===== src/rtl/snoop_req_gen_pkg.sv =====
// Shared types and constants for the snoop request generator.
// Flag and op encodings, snoop vector field positions, FSM states.
package snoop_req_gen_pkg;

  typedef enum logic [1:0] {
    INVALID      = 2'd0,
    SHARED_CLEAN = 2'd1,
    OWNED_CLEAN  = 2'd2,
    OWNED_DIRTY  = 2'd3
  } flag_e;

  localparam logic RD = 1'b0;
  localparam logic WR = 1'b1;

  localparam int CYCLE_NUM_ADDR = 2;

  localparam int SNP_W        = 14;
  localparam int SNP_MATCH    = 13;
  localparam int SNP_OP       = 12;
  localparam int SNP_HIT_MSB  = 11;
  localparam int SNP_HIT_LSB  = 8;
  localparam int SNP_FLAG_MSB = 7;
  localparam int SNP_FLAG_LSB = 0;

  typedef enum logic [1:0] {
    S_IDLE   = 2'd0,
    S_ADDR   = 2'd1,
    S_LOOKUP = 2'd2,
    S_RESP   = 2'd3
  } state_e;

  function automatic logic [2:0] popcnt4(input logic [3:0] v);
    return 3'(v[0]) + 3'(v[1]) + 3'(v[2]) + 3'(v[3]);
  endfunction

endpackage


===== src/rtl/snoop_req_gen_if.sv =====
// Bus address beats in, snoop vector and status out.
// master = bus/control-unit side, slave = snoop front end.
interface snoop_req_gen_if;
  import snoop_req_gen_pkg::*;

  logic             bus_valid;
  logic             bus_op;
  logic [1:0]       bus_src;
  logic [7:0]       bus_addr;
  logic             snp_ack;
  logic [SNP_W-1:0] snp;
  logic             snp_busy;
  logic             addr_abort;
  logic             multi_hit;

  modport master (
    output bus_valid, bus_op, bus_src, bus_addr, snp_ack,
    input  snp, snp_busy, addr_abort, multi_hit
  );

  modport slave (
    input  bus_valid, bus_op, bus_src, bus_addr, snp_ack,
    output snp, snp_busy, addr_abort, multi_hit
  );

endinterface


===== src/rtl/snoop_tag_cmp.sv =====
// 4-way tag/flag compare: hit vector, match and multi-hit.
// en low forces every hit (and therefore match) to zero.
module snoop_tag_cmp
  import snoop_req_gen_pkg::*;
#(
  parameter int TAG_W = 14
) (
  input  logic [TAG_W-1:0]   tag,
  input  logic [4*TAG_W-1:0] tag_vector,
  input  logic [7:0]         flag,
  input  logic               op,
  input  logic               en,
  output logic [3:0]         hit,
  output logic               match,
  output logic               multi
);

  logic [3:0] dirty;

  always_comb begin
    hit   = '0;
    dirty = '0;
    for (int i = 0; i < 4; i++) begin
      hit[i] = en
        && (tag_vector[i*TAG_W +: TAG_W] == tag)
        && (flag[2*i +: 2] != INVALID);
      dirty[i] = hit[i]
        && (flag[2*i +: 2] == OWNED_DIRTY);
    end
  end

  assign match = (op == WR) ? |hit : |dirty;
  assign multi = popcnt4(hit) > 3'd1;

endmodule


===== src/rtl/snoop_req_gen.sv =====
// Snoop front end: two-beat address capture, lookup, held response.
// Optional self-snoop suppression with SNP_SELF_FILTER_EN.
module snoop_req_gen
  import snoop_req_gen_pkg::*;
#(
  parameter int         TAG_W   = 14,
  parameter logic [1:0] CORE_ID = 2'd0
) (
  input  logic               plusclk,
  input  logic               rst,
  snoop_req_gen_if.slave     bus,
  input  logic [4*TAG_W-1:0] tag_vector,
  input  logic [7:0]         flag
);

  state_e state, nxt;

  logic [TAG_W-1:0] tag_q;
  logic             op_q;
  logic [1:0]       src_q;
  logic [SNP_W-1:0] snp_q, snp_d;
  logic             abort_q, abort_d;
  logic             multi_q, multi_d;

  logic [3:0] hit;
  logic       match;
  logic       multi;
  logic       en;

`ifdef SNP_SELF_FILTER_EN
  assign en = (src_q != CORE_ID);
`else
  logic unused_src;
  assign unused_src = ^{src_q, CORE_ID};
  assign en = 1'b1;
`endif

  snoop_tag_cmp #(
    .TAG_W (TAG_W)
  ) u_cmp (
    .tag        (tag_q),
    .tag_vector (tag_vector),
    .flag       (flag),
    .op         (op_q),
    .en         (en),
    .hit        (hit),
    .match      (match),
    .multi      (multi)
  );

  always_ff @(posedge plusclk) begin
    if (rst) state <= S_IDLE;
    else     state <= nxt;
  end

  always_comb begin
    nxt = state;
    unique case (state)
      S_IDLE:   if (bus.bus_valid) nxt = S_ADDR;
      S_ADDR:   nxt = bus.bus_valid ? S_LOOKUP : S_IDLE;
      S_LOOKUP: nxt = S_RESP;
      S_RESP:
        if (!snp_q[SNP_MATCH] || bus.snp_ack)
          nxt = S_IDLE;
      default:  nxt = S_IDLE;
    endcase
  end

  always_comb begin
    snp_d   = snp_q;
    abort_d = 1'b0;
    multi_d = 1'b0;
    unique case (state)
      S_IDLE: snp_d = '0;
      S_ADDR: abort_d = !bus.bus_valid;
      S_LOOKUP: begin
        snp_d[SNP_MATCH] = match;
        snp_d[SNP_OP]    = op_q;
        snp_d[SNP_HIT_MSB:SNP_HIT_LSB]   = hit;
        snp_d[SNP_FLAG_MSB:SNP_FLAG_LSB] = flag;
        multi_d = multi;
      end
      // vector drops to zero on the edge that leaves RESP
      S_RESP: if (nxt == S_IDLE) snp_d = '0;
      default: snp_d = '0;
    endcase
  end

  always_ff @(posedge plusclk) begin
    if (rst) begin
      snp_q   <= '0;
      abort_q <= 1'b0;
      multi_q <= 1'b0;
      tag_q   <= '0;
      op_q    <= 1'b0;
      src_q   <= 2'd0;
    end else begin
      snp_q   <= snp_d;
      abort_q <= abort_d;
      multi_q <= multi_d;
      if (state == S_IDLE && bus.bus_valid) begin
        tag_q[TAG_W-1 -: 8] <= bus.bus_addr;
        op_q  <= bus.bus_op;
        src_q <= bus.bus_src;
      end
      // offset bits of beat 2 are not part of the tag
      if (state == S_ADDR && bus.bus_valid)
        tag_q[TAG_W-9:0] <= bus.bus_addr[7 -: TAG_W-8];
    end
  end

  assign bus.snp        = snp_q;
  assign bus.snp_busy   = (state != S_IDLE);
  assign bus.addr_abort = abort_q;
  assign bus.multi_hit  = multi_q;

endmodule


===== src/flat_wrapper.sv =====
// flat-port wrapper written by rule: the top's interface ports become plain ports
module snoop_req_gen_flat import snoop_req_gen_pkg::*;
#(
  parameter int         TAG_W   = 14,
  parameter logic [1:0] CORE_ID = 2'd0
)
  (plusclk, rst, tag_vector, flag, bus_bus_valid, bus_bus_op, bus_bus_src, bus_bus_addr, bus_snp_ack, bus_snp, bus_snp_busy, bus_addr_abort, bus_multi_hit);
  snoop_req_gen_if bus_i ();
  input  logic plusclk;
  input  logic rst;
  input  logic [4*TAG_W-1:0] tag_vector;
  input  logic [7:0] flag;
  input wire logic [$bits(bus_i.bus_valid)-1:0] bus_bus_valid;
  input wire logic [$bits(bus_i.bus_op)-1:0] bus_bus_op;
  input wire logic [$bits(bus_i.bus_src)-1:0] bus_bus_src;
  input wire logic [$bits(bus_i.bus_addr)-1:0] bus_bus_addr;
  input wire logic [$bits(bus_i.snp_ack)-1:0] bus_snp_ack;
  output wire logic [$bits(bus_i.snp)-1:0] bus_snp;
  output wire logic [$bits(bus_i.snp_busy)-1:0] bus_snp_busy;
  output wire logic [$bits(bus_i.addr_abort)-1:0] bus_addr_abort;
  output wire logic [$bits(bus_i.multi_hit)-1:0] bus_multi_hit;
  assign bus_i.bus_valid = bus_bus_valid;
  assign bus_i.bus_op = bus_bus_op;
  assign bus_i.bus_src = bus_bus_src;
  assign bus_i.bus_addr = bus_bus_addr;
  assign bus_i.snp_ack = bus_snp_ack;
  assign bus_snp = bus_i.snp;
  assign bus_snp_busy = bus_i.snp_busy;
  assign bus_addr_abort = bus_i.addr_abort;
  assign bus_multi_hit = bus_i.multi_hit;
  snoop_req_gen #(.TAG_W(TAG_W), .CORE_ID(CORE_ID)) u_core (.plusclk(plusclk), .rst(rst), .bus(bus_i), .tag_vector(tag_vector), .flag(flag));
endmodule

===== config.mk =====
export PLATFORM = sky130hd
export DESIGN_NAME = snoop_req_gen_flat
export DESIGN_NICKNAME = d
export VERILOG_FILES = /design/src/rtl/snoop_req_gen_pkg.sv /design/src/rtl/snoop_req_gen_if.sv /design/src/rtl/snoop_tag_cmp.sv /design/src/rtl/snoop_req_gen.sv /design/src/flat_wrapper.sv
export SDC_FILE = /design/constraint.sdc
export NUM_CORES = 1
export LEC_CHECK = 0
export BUFFER_PORTS_ARGS = -buffer_cell sky130_fd_sc_hd__buf_2
export CAP_MARGIN = 0
export CORE_MARGIN = 2
export CORE_UTILIZATION = 46
export DETAILED_ROUTE_END_ITERATION = 8
export MAX_ROUTING_LAYER = met4
export PLACE_DENSITY = 0.8
export SYNTH_ARGS = -nofsm -noshare
export SYNTH_HDL_FRONTEND = slang
export SYNTH_HIERARCHICAL = 1
export SYNTH_SLANG_ARGS = --single-unit

===== constraint.sdc =====
create_clock -name plusclk -period 3.1 [get_ports plusclk]
set_input_delay 0.62 -clock plusclk [delete_from_list [all_inputs] [get_ports plusclk]]
set_output_delay 0.62 -clock plusclk [all_outputs]
set_load 0.005 [all_outputs]

# Word level (Yosys, flattened, before mapping)
# Cells that the tools add are included.
# totals
register_bits	33
latch_bits	0
ramBits	0
romBits	0
out_inout_bits	17
elab_cells	58
memories	0
# classes
addsub	3
n_mul	0
div_mod_pow	0
magnitude_cmp	1
eq_ne	12
shift	0
mux	7
bitwise_logic	2
n_reduce_logical	26
# ops
op	n
14-bit equality test	4
14-bit one-hot mux with 3 select lines	1
14-bit 2-to-1 mux	1
2-bit equality test (second input constant)	6
1-bit logical AND	10
2-bit nonzero test	5
2-bit one-hot mux with 4 select lines	1
4-bit OR reduction	2
2-bit 2-to-1 mux	3
2-bit logical NOT	2
2-bit OR reduction	2
2-bit by 1-bit adder with 3-bit output	1
3-bit by 1-bit adder with 3-bit output	1
3-bit by 1-bit greater-than comparator with 1-bit output (second input constant)	1
3-bit nonzero test	1
1-bit by 1-bit adder with 2-bit output	1
2-bit by 1-bit equality test with 1-bit output (second input constant)	1
1-bit logical NOT	2
2-bit by 1-bit != test with 1-bit output (second input constant)	1
1-bit inverter	2
2-bit AND reduction	1
1-bit logical OR	1
1-bit 2-to-1 mux	1

# Logic depth before layout (Yosys ltp)
# Gate-level depths: netlist (run 1).
# logic_depth
ltp_word	7
ltp_mapped	9
ltp_nobuf	9

# Cells and area by module
# The synthesis (run 1) kept the hierarchy.
# modules_own_cells
mod	n_inst	cells_each	area_each_um2
snoop_req_gen	1	108	1143.6
snoop_tag_cmp	1	97	762.0

# Worst setup path before layout (run 1)
# Ideal clock, no wire load.
# synth_path
kind	input to register
startpoint	input port tag_vector[27]
endpoint	register u_core.multi_q (netlist: u_core/bus.multi_hit)
setup_ns	0.115
arrival_ns	2.377
setup_slack_ns	0.608
cell_stages	7
path_buffers	0
cell_sequence	xor2_1 or4_4 nor4_4 inv_1 fa_1 o21ai_1 and2_1
# synth_via
elab_chain_len	6
# synth_rtl
item	line_no	text
start: declaration	flat_wrapper.sv:11	input logic [4*TAG_W-1:0] tag_vector;
14-bit equality test	snoop_tag_cmp.sv:25	&& (tag_vector[i*TAG_W +: TAG_W] == tag)
1-bit logical AND	snoop_tag_cmp.sv:26	&& (flag[2*i +: 2] != INVALID);
named net u_core.hit[1]	snoop_req_gen.sv:25	logic [3:0] hit;
1-bit by 1-bit adder with 2-bit output	snoop_req_gen_pkg.sv:33	return 3'(v[0]) + 3'(v[1]) + 3'(v[2]) + 3'(v[3]);
2-bit by 1-bit adder with 3-bit output	snoop_req_gen_pkg.sv:33	
3-bit by 1-bit adder with 3-bit output	snoop_req_gen_pkg.sv:33	
3-bit by 1-bit greater-than comparator with 1-bit output	snoop_tag_cmp.sv:33	assign multi = popcnt4(hit) > 3'd1;
named net u_core.multi	snoop_req_gen.sv:27	logic multi;
end signal: assignment	snoop_req_gen.sv:100	multi_q <= multi_d;
end: declaration	snoop_req_gen.sv:23	logic multi_q, multi_d;
# The timed path passes the listed nets, and every way through them passes these cells.
# A chain may end at the register's enable or synchronous reset.

# Worst setup path after layout (run 1)
# Ends and elaborated chain as after synthesis.

==> summary.txt, run 1 <==
Setup path
  – Critical path launch point type: primary input
  – Critical path data required time: 3.28 ns
  – Critical path fanouts, max: 3
  – Endpoint type of the worst setup path: register
  – Critical Path Start: tag_vector[27]
  – CP Data Arrival Time: 2.58 ns
  – Setup Crit Path Kind: primary input to register
  – Worst reg2reg path startpoint: u_core/tag_q[11]

STA
  – Final-layout worst hold slack: 0.471 ns
  – Worst relative slew slack: 57.8%
  – Final hold violation count: 0
  – Clock period minus worst slack: 2.40 ns
  – Total negative slack: 0 ns
  – Setup repair after global routing missed its margin: false
  – Worst setup skew after layout: 0.00301 ns
  – Timing-limited maximum frequency: 0.417 GHz
  – Pins over their slew limit: 0
  – Total of endpoints with negative setup slack in the final report: 0
  – Portion of the clock cycle consumed by the worst path in the final layout: 77.4%
  – Measured slew at the worst slew-check pin: 0.633 ns

CTS
  – Number of buffers on the longest clock path: 2
  – Maximum level of the CTS H-tree: 2
  – CTS Root Cell: sky130_fd_sc_hd__clkbuf_8
  – Number of setup buffers added after CTS: 0
  – TritonCTS clock tree: yes
  – CTS hold repair buffers: 0
  – Clock sinks: 33
  – Clock insertion delay at the later pin of the skew report: 0.28 ns
  – Post-cts sizing count: 0
  – Inserted Clock Buffers: 5
  – Clock-pin slew on the worst setup and hold paths: 0.06 ns

Worst hold path
  – Hold path startpoint: u_core/bus.snp[0]
  – Hold WC Path Type: register to register

Power and ir drop
  – Switching fraction of total power: 26.7%
  – Net switching power figure: 0.257 mW
  – Maximum vdd drop: 204 uV
  – Combinational share of power: 18.3%
  – Cell area power density: 387 nW/um^2
  – Leakage dissipation: 1.28 nW
  – Total power of the final layout: 0.963 mW
  – Seq pwr share: 48.3%
  – Clk network pwr share: 33.4%
  – Internal power contribution: 0.706 mW

Synth
  – Biggest area contributors in the synthesized netlist: sky130_fd_sc_hd__dfxtp_1 (35%), sky130_fd_sc_hd__xor2_1 (21%), sky130_fd_sc_hd__a22o_1 (6.4%), sky130_fd_sc_hd__xnor2_1 (5.1%), sky130_fd_sc_hd__nand2_1 (3.9%)
  – Number of cells produced by synthesis: 205
  – Primary FF master, synth: sky130_fd_sc_hd__dfxtp_1
  – Number of enable-type register cells in the synthesized netlist: 0
  – Distinct cell type count of the synthesized netlist: 36
  – Post-synthesis register bit count: 33
  – Mapped cell area: 1910 um^2
  – Number of warnings printed during yosys synthesis: 6
  – Area share of the largest cell type after synthesis: 34.7%
  – Sequential cell area fraction in the yosys report: 34.7%
  – Ys async rst share: 0%
  – Cell type contributing the most total cell area after synthesis: sky130_fd_sc_hd__dfxtp_1
  – Synthesized area divided by synthesized cell count: 9.30 um^2

Floorplanning
  – Total die area: 4670 um^2
  – Number of top-level pins: 96
  – Die Span Y: 68.4 um
  – Chip Width: 68.4 um
  – Std-Cell Rows: 23
  – Effective utilization at floorplan: 47.6%
  – Area of the placeable core: 4000 um^2

Cells and area
  – Commonest non-fill, non-tap cell in the layout: sky130_fd_sc_hd__buf_2
  – Final Net Count: 383
  – Commonest non-fill, non-tap cells in the layout: sky130_fd_sc_hd__buf_2 (93), sky130_fd_sc_hd__xor2_1 (45), sky130_fd_sc_hd__dfxtp_1 (33)
  – Post-layout util: 62.2%
  – Post-route standard cell area excluding fillers: 2490 um^2
  – Fraction of final layout cells sized beyond drive strength 1: 35.8%
  – ANT cells: 0
  – Layout overhead on the synthesized area: 30.7%

Global routing
  – Largest net degree at the start of global routing: 20
  – Via count of the first global-routing pass: 1632
  – GRT overflow: 0
  – First-pass GRT wire length: 7490 um
  – All-layer global routing usage: 23.3%
  – Initial antenna violation count: 0

Routing
  – Antenna viol nets, final: 0
  – Drt first pass iters: 4
  – Total number of vias: 1768
  – Average vias per placed instance: 5.02
  – Post-detailed-routing wire length: 5000 um
  – Number of remaining DRC errors: 0
  – Routed length per placed instance: 14.2 um
  – Initial DRC Count: 73

Outcome
  – Status: finished, final reports clean

Placement
  – Port bufs: 93
  – Post-placement cell area: 2400 um^2
  – Post-DP HPWL: 3980 um
  – GPL Wtd Cong: 0.853

Flow run
  – Maximum Capacitance Violations: 0
[cell families after synthesis]
group           after synthesis  share of synthesized area [%]
mux                           6                           3.15
flops                        33                           34.7
fa+ha+maj                     2                           1.71
compound gates               36                           13.0
simple gates                 60                           18.2
other cells                   1                          0.197
xor+xnor                     56                           25.7
buf+inv                      11                           3.35
[power groups by stage]
stage / combinational [mW] / clock [mW] / sequential (mW)
3_3_place_gp: 0.173 / 0 / 0.474
3_5_place_dp: 0.175 / 0 / 0.475
4_1_cts: 0.176 / 0.332 / 0.465
2_1_floorplan: 0.101 / 0 / 0.466
6_report: 0.176 / 0.322 / 0.465
5_1_grt: 0.194 / 0.351 / 0.467
[path summary, 6_finish.rpt]
check / depth (start not counted) / to / slack [ns]
min reg2reg: 1 / u_core/bus.snp[0] / 0.47
max reg2reg: 7 / u_core/bus.multi_hit / 0.76
min: 1 / u_core/bus.snp[0] / 0.47
max: 8 / u_core/bus.multi_hit / 0.70
[worst max-delay path: stages]
cell and delay (ns):
sky130_fd_sc_hd__buf_2 0.10, sky130_fd_sc_hd__xor2_1 0.13, sky130_fd_sc_hd__or4_4 0.54, sky130_fd_sc_hd__nor4_4 0.34, sky130_fd_sc_hd__inv_1 0.13, sky130_fd_sc_hd__fa_1 0.53
sky130_fd_sc_hd__o21ai_1 0.06, sky130_fd_sc_hd__and2_1 0.12
[layout make-up]
cell class                 count  area (um^2)
fill                         374         1510
tap                           50         62.6
timing repair buffer          94          473
multi-input combinational    164         1190
inverter                       4         15.0
sequential                    33          661
clock buffer                   7         86.3
[layer usage]
layer | GRT usage (%) | up-vias | routed length [um]
li1 | - | 895 | -
met1 | 26.8 | 800 | 2120
met2 | 38.0 | 71 | 2450
met3 | 6.74 | 2 | 392
met4 | 9.50 | 0 | 40
met5 | - | - | 0
[stage by stage]
stage	setup WS [ns]	cells
5_1_grt	0.677	352
4_1_cts	0.726	352
3_3_place_gp	0.466	345
2_1_floorplan	0.608	208
3_5_place_dp	0.412	345
6_report	0.702	352
[cell usage after synthesis (3+ instances only)]
cell type	count
sky130_fd_sc_hd__nor2_1	8
sky130_fd_sc_hd__dfxtp_1	33
sky130_fd_sc_hd__a22o_1	14
sky130_fd_sc_hd__nand2b_1	4
sky130_fd_sc_hd__mux2i_1	6
sky130_fd_sc_hd__xnor2_1	11
sky130_fd_sc_hd__a21oi_1	14
sky130_fd_sc_hd__nor3_1	5
sky130_fd_sc_hd__nor4_1	9
sky130_fd_sc_hd__o21ai_0	3
sky130_fd_sc_hd__inv_1	4
sky130_fd_sc_hd__nand2_1	20
sky130_fd_sc_hd__xor2_1	45
sky130_fd_sc_hd__nand4_1	4
[flip-flops by register name, indices dropped and copies added, names as in the netlist]
name,flops
u_core/bus.snp,14
u_core/tag_q,14
u_core/state,2
u_core/bus.addr_abort,1
u_core/bus.multi_hit,1
u_core/op_q,1
Note: power is estimated with default switching activity, not from simulation.
==> run 2, diff against run 1 <==
--- a/config.mk
+++ b/config.mk
@@ -8,10 +8,10 @@
 export BUFFER_PORTS_ARGS = -buffer_cell sky130_fd_sc_hd__buf_2
 export CAP_MARGIN = 0
 export CORE_MARGIN = 2
-export CORE_UTILIZATION = 46
+export CORE_UTILIZATION = 41
 export DETAILED_ROUTE_END_ITERATION = 8
 export MAX_ROUTING_LAYER = met4
-export PLACE_DENSITY = 0.8
+export PLACE_DENSITY = 0.75
 export SYNTH_ARGS = -nofsm -noshare
 export SYNTH_HDL_FRONTEND = slang
 export SYNTH_HIERARCHICAL = 1
==> constraint.sdc (replaced) <==
create_clock -name plusclk -period 2 [get_ports plusclk]
set_input_delay 0.4 -clock plusclk [delete_from_list [all_inputs] [get_ports plusclk]]
set_output_delay 0.4 -clock plusclk [all_outputs]
set_load 0.005 [all_outputs]
==> run 2 against run 1 <==
  * Register-to-register slack got worse by 0.82 ns
  * Utilization increased by 0.17 points
  * Clock power increased by 100%
  * Power increased by 76%
  * The flow now finishes with violations (setup timing)
  * Largest cell class unchanged
==> summary.txt, run 2 (synthesized netlist as in run 1, its figures left out) <==
Setup path
  – Critical path launch point type: register (was primary input)
  – Critical Path Start: u_core/tag_q[9] (was tag_vector[27])
  – Delay of the slowest cell on the worst path: 0.58 ns (was 0.54 ns)
  – Worst reg2reg path startpoint: u_core/tag_q[9] (was u_core/tag_q[11])
  – Critical path data required time: 2.18 ns (was 3.28 ns)
  – Endpoint type of the worst setup path: register (unchanged)
  – Critical path fanouts, max: 3 (unchanged)
  – Cells traversed along the worst timing path: xor2_1 > nor4_2 > buf_4 > nand4_1 > fa_1 > o21ai_1 > and2_1 (was buf_2 > xor2_1 > or4_4 > nor4_4 > inv_1 > fa_1 > o21ai_1 > and2_1)
  – Setup Crit Path Kind: register to register (was primary input to register)
  – Slowest cell on crit path: sky130_fd_sc_hd__fa_1 (was sky130_fd_sc_hd__or4_4)
  – CP Data Arrival Time: 2.24 ns (was 2.58 ns)

STA
  – Timing-limited maximum frequency: 0.486 GHz
  – Worst setup skew after layout: 0.00583 ns (was 0.00301 ns)
  – Total of endpoints with negative setup slack in the final report: 1 (was 0)
  – Final hold violation count: 0 (unchanged)
  – Worst relative slew slack: 59.8% (was 57.8%)
  – Final-layout worst hold slack: 0.318 ns (was 0.471 ns)
  – Clock period minus worst slack: 2.06 ns
  – Crit path setup slack, layout: -0.0589 ns (was 0.702 ns)
  – Total negative slack: -0.0589 ns (was 0 ns)
  – Pins over their slew limit: 0 (unchanged)
  – Setup repair after global routing missed its margin: true (was false)
  – Measured slew at the worst slew-check pin: 0.601 ns (was 0.633 ns)
  – Portion of the clock cycle consumed by the worst path in the final layout: 103%

Routing
  – Average vias per placed instance: 5.04 (was 5.02)
  – Number of remaining DRC errors: 0 (unchanged)
  – Antenna viol nets, final: 0 (unchanged)
  – Total number of vias: 1921 (was 1768)
  – Drt first pass iters: 4 (unchanged)
  – Post-detailed-routing wire length: 5500 um (was 5000 um)
  – Initial DRC Count: 90 (was 73)
  – Routed length per placed instance: 14.4 um (was 14.2 um)

Cells and area
  – Post-route standard cell area excluding fillers: 2760 um^2 (was 2490 um^2)
  – Fraction of final layout cells sized beyond drive strength 1: 43.8% (was 35.8%)
  – Commonest non-fill, non-tap cells in the layout: sky130_fd_sc_hd__buf_2 (93), sky130_fd_sc_hd__xor2_1 (45), sky130_fd_sc_hd__dfxtp_1 (31) (was sky130_fd_sc_hd__buf_2 (93), sky130_fd_sc_hd__xor2_1 (45), sky130_fd_sc_hd__dfxtp_1 (33))
  – ANT cells: 0 (unchanged)
  – Sequential cell area: 663 um^2 (was 661 um^2)
  – Layout overhead on the synthesized area: 44.6% (was 30.7%)
  – Commonest non-fill, non-tap cell in the layout: sky130_fd_sc_hd__buf_2 (unchanged)
  – Final cell count without fillers: 381 (was 352)
  – Total area of multi-input combinational cells: 1230 um^2 (was 1190 um^2)
  – Layout fillers: 385 (was 374)
  – Final Net Count: 409 (was 383)

Floorplanning
  – Number of top-level pins: 96 (unchanged)
  – Die Span Y: 72.2 um (was 68.4 um)
  – Chip Width: 72.2 um (was 68.4 um)
  – Area of the placeable core: 4410 um^2 (was 4000 um^2)
  – Total die area: 5210 um^2 (was 4670 um^2)
  – Effective utilization at floorplan: 43.2% (was 47.6%)
  – Std-Cell Rows: 24 (was 23)

Global routing
  – GR Layer Usage met2: 35.9% (was 38.0%)
  – Largest net degree at the start of global routing: 20 (unchanged)
  – GRT busiest layer: met2 (unchanged)
  – All-layer global routing usage: 21.8% (was 23.3%)
  – Via count of the first global-routing pass: 1854 (was 1632)
  – Grt met3 use: 5.14% (was 6.74%)
  – GRT overflow: 0 (unchanged)
  – Met1 usage: 26.8% (about the same)
  – First-pass GRT wire length: 8470 um (was 7490 um)
  – Initial antenna violation count: 0 (unchanged)

Outcome
  – Violations in the final reports: setup timing
  – Status: finished, violations left (was finished, final reports clean)

CTS
  – Clock insertion delay at the later pin of the skew report: 0.29 ns (was 0.28 ns)
  – Clock-pin slew on the worst setup and hold paths: 0.07 ns (was 0.06 ns)
  – Maximum level of the CTS H-tree: 2 (unchanged)
  – Inserted Clock Buffers: 5 (unchanged)
  – CTS Root Cell: sky130_fd_sc_hd__clkbuf_8 (unchanged)
  – Number of buffers on the longest clock path: 2 (unchanged)
  – TritonCTS clock tree: yes (unchanged)
  – Clock sinks: 33 (unchanged)

Power and ir drop
  – Cell area power density: 617 nW/um^2 (was 387 nW/um^2)
  – Maximum vdd drop: 348 uV (was 204 uV)
  – Leakage dissipation: 1.44 nW (was 1.28 nW)

Placement
  – Worst setup slack before clock tree synthesis: -0.262 ns (was 0.412 ns)
  – GPL Wtd Cong: 0.863 (was 0.853)
  – Placed Cells incl. Taps: 373 (was 345)
  – Post-placement cell area: 2600 um^2 (was 2400 um^2)
  – Port bufs: 93 (unchanged)
  – Post-DP HPWL: 4450 um (was 3980 um)

Flow run
  – Maximum Capacitance Violations: 0 (unchanged)

Worst hold path
  – Hold path startpoint: bus_bus_valid (was u_core/bus.snp[0])
  – Hold WC Path Type: primary input to register (was register to register)
## run 2: cell count changes in the layout (fill, tap and decap cells not counted)
| cell | delta |
|---|---|
| sky130_fd_sc_hd__inv_2 | +1 |
| sky130_fd_sc_hd__nand2b_1 | -1 |
| sky130_fd_sc_hd__nand2b_4 | +1 |
| sky130_fd_sc_hd__dfxtp_2 | +2 |
| sky130_fd_sc_hd__nor4_2 | +4 |
| sky130_fd_sc_hd__nor4_1 | -4 |
| sky130_fd_sc_hd__bufinv_16 | +1 |
| sky130_fd_sc_hd__ha_1 | -1 |
| sky130_fd_sc_hd__buf_4 | +26 |
| sky130_fd_sc_hd__dfxtp_1 | -2 |
| sky130_fd_sc_hd__ha_2 | +1 |
| sky130_fd_sc_hd__inv_1 | -1 |
## run 2: where the power goes
group	switching, mW	internal [mW]	leakage (nW)
logic	0.163	0.172	1.12
clock network	0.249	0.406	0.0585
registers	0.0285	0.680	0.269
total	0.441	1.26	1.44
## run 2: stage by stage
step	utilization, %	power, mW
floorplan	-	0.880
global placement	58.9	1.04
detailed placement	58.9	1.05
CTS	62.0	1.69
global route	62.4	1.76
finish	62.4	1.70
## run 2: metal layers
| metal | vias to the layer above | share of wire [%] | routed length, um |
|---|---|---|---|
| met1 | 895 | 45 | 2460 |
| met3 | 7 | 6.3 | 349 |
| met4 | 0 | 1.2 | 65 |
| met2 | 70 | 48 | 2620 |
| li1 | 949 | - | - |
| met5 | - | 0 | 0 |
## run 2: final timing paths
kind	slack, ns	endpoint	depth (start not counted)
hold reg to reg	0.47	u_core/bus.snp[6]	1
setup reg to reg	-0.06	u_core/bus.multi_hit	7
hold / removal	0.32	u_core/bus.addr_abort	2
setup / recovery	-0.06	u_core/bus.multi_hit	7
## run 2: worst max-delay path: cells and delay by family (launching register included)
kind | cells | cell delay [ns]
xor+xnor | 1 | 0.16
simple gates | 3 | 0.64
fa+ha+maj | 1 | 0.58
buf+inv | 1 | 0.17
compound gates | 1 | 0.05
flops | 1 | 0.35
## run 2: area by class of cell
class,instances,area share [%]
well taps,52,2.36
clock buffers,7,3.13
multi-input cells,164,44.6
repair buffers,120,24.3
clock inverters,1,1.09
flip-flops and latches,33,24.1
inverters,4,0.545
## run 2: repair_timing
action,CTS,global route
pin swaps,4,4
hold buffers,0,0
setup endpoints to repair,2,2
buffers inserted,0,0
gates resized for setup,4,5
